`config.mk`:
```
export PLATFORM = sky130hd
export DESIGN_NAME = sys_time_idx_gen
export DESIGN_NICKNAME = d
export VERILOG_FILES = /design/src/rtl/sys_time_idx_gen.sv
export SDC_FILE = /design/constraint.sdc
export NUM_CORES = 1
export LEC_CHECK = 0
export CELL_PAD_IN_SITES_DETAIL_PLACEMENT = 1
export CELL_PAD_IN_SITES_GLOBAL_PLACEMENT = 2
export CORE_UTILIZATION = 30
export DETAILED_ROUTE_END_ITERATION = 8
export GPL_TIMING_DRIVEN = 0
export MAX_ROUTING_LAYER = met4
export PLACE_DENSITY_LB_ADDON = 0.1
export SLEW_MARGIN = 15
export SYNTH_ARGS = -nofsm -noshare
export SYNTH_HDL_FRONTEND = slang
export SYNTH_SLANG_ARGS = --single-unit
```
`constraint.sdc`:
```
create_clock -name CLK -period 3.1 [get_ports CLK]
set_input_delay 0.465 -clock CLK [delete_from_list [all_inputs] [get_ports CLK]]
set_output_delay 0.465 -clock CLK [all_outputs]
set_load 0.01 [all_outputs]
```
`src/rtl/sys_time_idx_gen.sv`:
```
// Derives the modulation/STM sample index from global time once per ultrasound period:
// IDX = ((SYS_TIME >> TIME_SHIFT) / FREQ_DIV) mod CYCLE, using a serial restoring divider.
module sys_time_idx_gen #(
  parameter int TIME_SHIFT = 8,
  parameter int TW         = 56,
  parameter int W          = 16
) (
  input  logic             CLK,
  input  logic             RST,
  input  logic             LOCKED,
  input  logic [63:0]      SYS_TIME,
  input  logic [W-1:0]     FREQ_DIV,
  input  logic [W-1:0]     CYCLE,
  output logic [W-1:0]     IDX,
  output logic             IDX_UPDATE,
  output logic             VALID,
  output logic             BUSY,
  output logic [1:0]       STATE_DBG
);

  localparam int CW = $clog2(TW);

  typedef enum logic [1:0] {
    S_IDLE = 2'd0,
    S_DIV  = 2'd1,
    S_MOD  = 2'd2,
    S_DONE = 2'd3
  } state_t;

  state_t state, state_nxt;

  logic [CW-1:0] step_cnt;
  logic [TW-1:0] shreg;      // dividend shifts out MSB-first, quotient shifts in at LSB
  logic [W:0]    rem;
  logic [W-1:0]  div_q;
  logic [W-1:0]  cyc_q;
  logic [W-1:0]  res_q;
  logic          pend;

  logic          trigger;
  logic          illegal;
  logic          last_step;
  logic [W:0]    divisor;
  logic [W:0]    trial;
  logic          take;

  assign trigger   = (state == S_IDLE) && LOCKED && (SYS_TIME[TIME_SHIFT-1:0] == '0);
  assign illegal   = (FREQ_DIV == '0) || (CYCLE == '0);
  assign last_step = (step_cnt == CW'(TW - 1));
  assign divisor   = (state == S_MOD) ? {1'b0, cyc_q} : {1'b0, div_q};
  assign trial     = {rem[W-1:0], shreg[TW-1]};
  assign take      = (trial >= divisor);

  // State register
  always_ff @(posedge CLK) begin
    if (RST) state <= S_IDLE;
    else     state <= state_nxt;
  end

  // Next-state logic
  always_comb begin
    state_nxt = state;
    case (state)
      S_IDLE: if (trigger && !illegal) state_nxt = S_DIV;
      S_DIV:  if (last_step) state_nxt = S_MOD;
      S_MOD:  if (last_step) state_nxt = S_DONE;
      S_DONE: state_nxt = S_IDLE;
      default: state_nxt = S_IDLE;
    endcase
  end

  // FSM outputs
  always_comb begin
    BUSY      = (state != S_IDLE);
    STATE_DBG = state;
  end

  // Datapath and result registers; the result lands one edge after DONE.
  always_ff @(posedge CLK) begin
    if (RST) begin
      step_cnt   <= '0;
      shreg      <= '0;
      rem        <= '0;
      div_q      <= '0;
      cyc_q      <= '0;
      res_q      <= '0;
      pend       <= 1'b0;
      IDX        <= '0;
      IDX_UPDATE <= 1'b0;
      VALID      <= 1'b0;
    end else begin
      IDX_UPDATE <= 1'b0;
      if (pend) begin
        IDX        <= res_q;
        VALID      <= 1'b1;
        IDX_UPDATE <= (res_q != IDX) || !VALID;
        pend       <= 1'b0;
      end
      case (state)
        S_IDLE: begin
          if (trigger) begin
            shreg    <= SYS_TIME[63:TIME_SHIFT];
            div_q    <= FREQ_DIV;
            cyc_q    <= CYCLE;
            rem      <= '0;
            step_cnt <= '0;
            if (illegal) VALID <= 1'b0;
          end
        end
        S_DIV, S_MOD: begin
          rem      <= take ? (trial - divisor) : trial;
          shreg    <= {shreg[TW-2:0], take};
          step_cnt <= last_step ? '0 : step_cnt + 1'b1;
          // Quotient is complete in shreg; the modulo pass starts from a zero remainder.
          if ((state == S_DIV) && last_step) rem <= '0;
        end
        S_DONE: begin
          res_q <= rem[W-1:0];
          pend  <= 1'b1;
        end
        default: ;
      endcase
    end
  end

endmodule

```
==> run metrics <==
hold slack=0.500 ns; slack of the critical path=0.0227 ns; DRT Pass-1 Iters=4; dpl ws=-0.669 ns; Static Leak=0.00360 uW; register bit total from synthesis=~150; antenna cells=0; FMAX=325 MHz; CP max FO=6; Int Power=3370 uW; # H-tree levels=4; max cap viols=0; FFs w/ async S/R, synth=0%; final wirelength=between 20,000 and 25,000 um; via count of the first global-routing pass=about 6,600; vias=6,228; slew at the pin closest to its max-slew limit=0.743 ns; mux share of post-synthesis cell area=20.2%; Die Y=157 um; first-pass GRT wire length=between 30,000 and 40,000 um; total clock sinks=about 150; Final nets=1,052; synth top area cells=dfxtp_1 (41%), mux2i_1 (19%), nor2_1 (7.4%); post-synthesis sequential area ratio=40.9%; Area Growth Syn to Fin=37.7%; compound-cell area share of the yosys netlist=13.6%; Max Root-Sink Buffers=2; RSZ-0062 raised after global routing=true; Reg clk slew, reported paths=0.06 ns; average size of a mapped cell=9.37 um2; Synth Area in XOR/XNOR=around 3.4%; Mapped Area=7200 um2; CTS tree=yes; Crit path largest cell delay=0.38 ns; CTS Buf Count=17; Fin. Hold Viols=0; area of the multi-input gates=4270 um2; clock root cell=clkbuf_16; Setup violations, final=0; post-synth top area cell=dfxtp_1; synth unique cells=58; P per Cell Area=452 nW/um2; largest family of logic cells by synthesized area=multiplexers; crit end category=flip-flop; number of buffers and inverters on the critical path=3; Top Ports=120; Std-Cell Rows=56; share of the synthesized area in the top cell type=40.9%; EDFF count, synth=0; initial antenna violation count=0; CORE AREA=23,500 um2; gpl congestion=around 0.79; Final Slew Violations=0; Initial Util=30.7%; largest net degree at the start of global routing=17; Fin Clk Skew=0.0122 ns; clock share of power=between 40% and 50%; fin crit share=99.3%; outcome=completed; Syn Nets=890; top cells by instance count after synthesis=dfxtp_1 (147), nor2_1 (142), mux2i_1 (140); # fillers=2,642; WP data arrival=3.43 ns; CP max stage cell=a311oi_2; Die X=157 um; Overflow after GRT=0; PortBufs=119; Adder-Cell Fraction of Synth Area=4.10%; simple-gate portion of the synthesized area=14.2%; Startpoint Class=flip-flop; WP data required=3.46 ns; max_slew headroom=50.4%; Final HPWL DP=about 16,000 um; DRC=0; Combinational Power Share=9.5%; DR iter-0 viols=199; Setup Crit Path Kind=flip-flop to flip-flop; register share of total power=a little over two fifths; Period minus WS final=3.08 ns; DR WL/cell=17.2 um; Peak VDD IR=~300 uV; Total GRT Usage=a little under a fifth; Via density=4.94; commonest register cell after synthesis=dfxtp_1; share of cells above drive strength 1=14.2%; cell count after synthesis=768; cell family with most CP delay=compound AO/OA/AOI/OAI gates; Antenna Nets Post-Route=0; cells along the critical path=inv_4 > ha_4 > buf_8 > clkbuf_16 > mux2i_4 > ha_4 > nor2b_4 > o31a_1 > o2111ai_2 > nand3b_1 > a311oi_2 > mux2_4 > o211ai_2; die area=24,600 um2; Sw Share=24.9%; most numerous cell in the Yosys netlist=dfxtp_1; YS warnings=0; Psw=1120 uW; CP most frequent cell=ha_4; total area of sequential cells=2950 um2; Worst-Skew Late Latency=0.43 ns; Worst Hold Class=flip-flop to flip-flop
## worst reg2reg max path: stages (launching register included)
cell and delay [ns]:
dfxtp_4 0.35, inv_4 0.06, ha_4 0.13, buf_8 0.12
clkbuf_16 0.17, mux2i_4 0.30, ha_4 0.26, nor2b_4 0.13
o31a_1 0.28, o2111ai_2 0.24, nand3b_1 0.19, a311oi_2 0.39
mux2_4 0.34, o211ai_2 0.06
## flip-flops by register name, summed over array words and instances, names as in the netlist
name        flops
STATE_DBG       2
VALID           1
shreg          56
step_cnt        6
IDX_UPDATE      1
res_q          16
pend            1
rem            16
div_q          16
IDX            16
cyc_q          16
## final cells by class
type	count	share of cell area (%)
plain buffers	49	2.70
clock buffers	18	4.43
clock inverters	14	1.69
inverters	10	0.404
multi-input cells	562	43.1
flip-flops and latches	147	29.7
well taps	319	4.03
repair buffers	143	13.9
## power by group through the flow
stage          logic (uW)  clock network, uW  registers [uW]
6_report              428               2150            1910
5_1_grt               461               2290            1910
4_1_cts               430               2220            1910
3_5_place_dp          419                  0            1950
3_3_place_gp          409                  0            1950
2_1_floorplan         215                  0            1950
## final timing paths
check                           cells past startpoint                      start                      to  slack (ns)
worst max-delay path                               13  STATE_DBG[0]$_SDFFE_PP0P_    rem[14]$_SDFFE_PP0P_        0.02
worst min-delay path                                2     shreg[47]$_SDFFE_PP0P_  shreg[47]$_SDFFE_PP0P_        0.50
worst max register to register                     13  STATE_DBG[0]$_SDFFE_PP0P_    rem[14]$_SDFFE_PP0P_        0.02
worst min register to register                      2     shreg[47]$_SDFFE_PP0P_  shreg[47]$_SDFFE_PP0P_        0.50
## through the flow
step | instance area, um2 | utilization [%] | cells | TNS (ns) | power [uW]
final | 9910 | 42.2 | 1262 | 0 | 4480
after global placement | 8800 | 37.5 | 1206 | -7.22 | 2360
after floorplan | 7210 | - | 768 | 0 | 2160
after CTS | 9750 | 41.5 | 1254 | -0.00151 | 4550
after detailed placement | 8800 | 37.5 | 1206 | -7.22 | 2370
after global routing | 9910 | 42.2 | 1262 | -0.180 | 4660
## layer usage
metal | wire length [um] | global-route usage, % | vias to the layer above
met5 | 0 | - | -
met4 | 199 | 4.86 | 0
met1 | 9230 | 20.3 | 3060
met2 | 11600 | 33.8 | 72
met3 | 711 | 3.99 | 15
li1 | - | - | 3081
## cell usage in the layout, fill, tap and decap left out, types with 4 or more instances in the layout
master	Yosys	layout
a211oi_1	57	57
a21o_1	4	4
a21oi_1	15	14
buf_2	22	21
buf_4	1	23
clkbuf_1	23	21
clkbuf_16	0	18
clkdlybuf4s50_1	0	119
clkinvlp_4	0	4
dfxtp_1	147	145
ha_1	22	13
ha_4	0	6
inv_1	10	9
inv_6	0	4
mux2i_1	140	131
mux2i_2	0	5
mux2i_4	0	4
nand2_1	36	35
nand2b_1	5	5
nand3_1	8	6
nand4_1	8	8
nor2_1	142	142
nor3_1	5	5
nor4_1	11	10
o21a_1	6	6
o21ai_0	21	17
o21ai_1	2	4
xnor2_1	23	23
xor2_1	5	5
## kinds of logic (layout without fill, tap and decap cells)
group,count (synthesis),count (layout)
buffers and inverters,59,234
DFF,147,147
adders and majority gates,23,23
xor gates and xnor gates,28,28
and+or+nand+nor,232,232
AOI/OAI and AO/OA,134,134
muxes,145,145
## what timing repair did
| item | 4_1_cts | 5_1_grt |
|---|---|---|
| cloned | 1 | 0 |
| setup endpoints to repair | 17 | 16 |
| setup buffers | 15 | 8 |
| pin swaps | 15 | 10 |
| gates resized for setup | 46 | 25 |
| hold buffers | 0 | 0 |
Power figures use the tool's default switching activity.
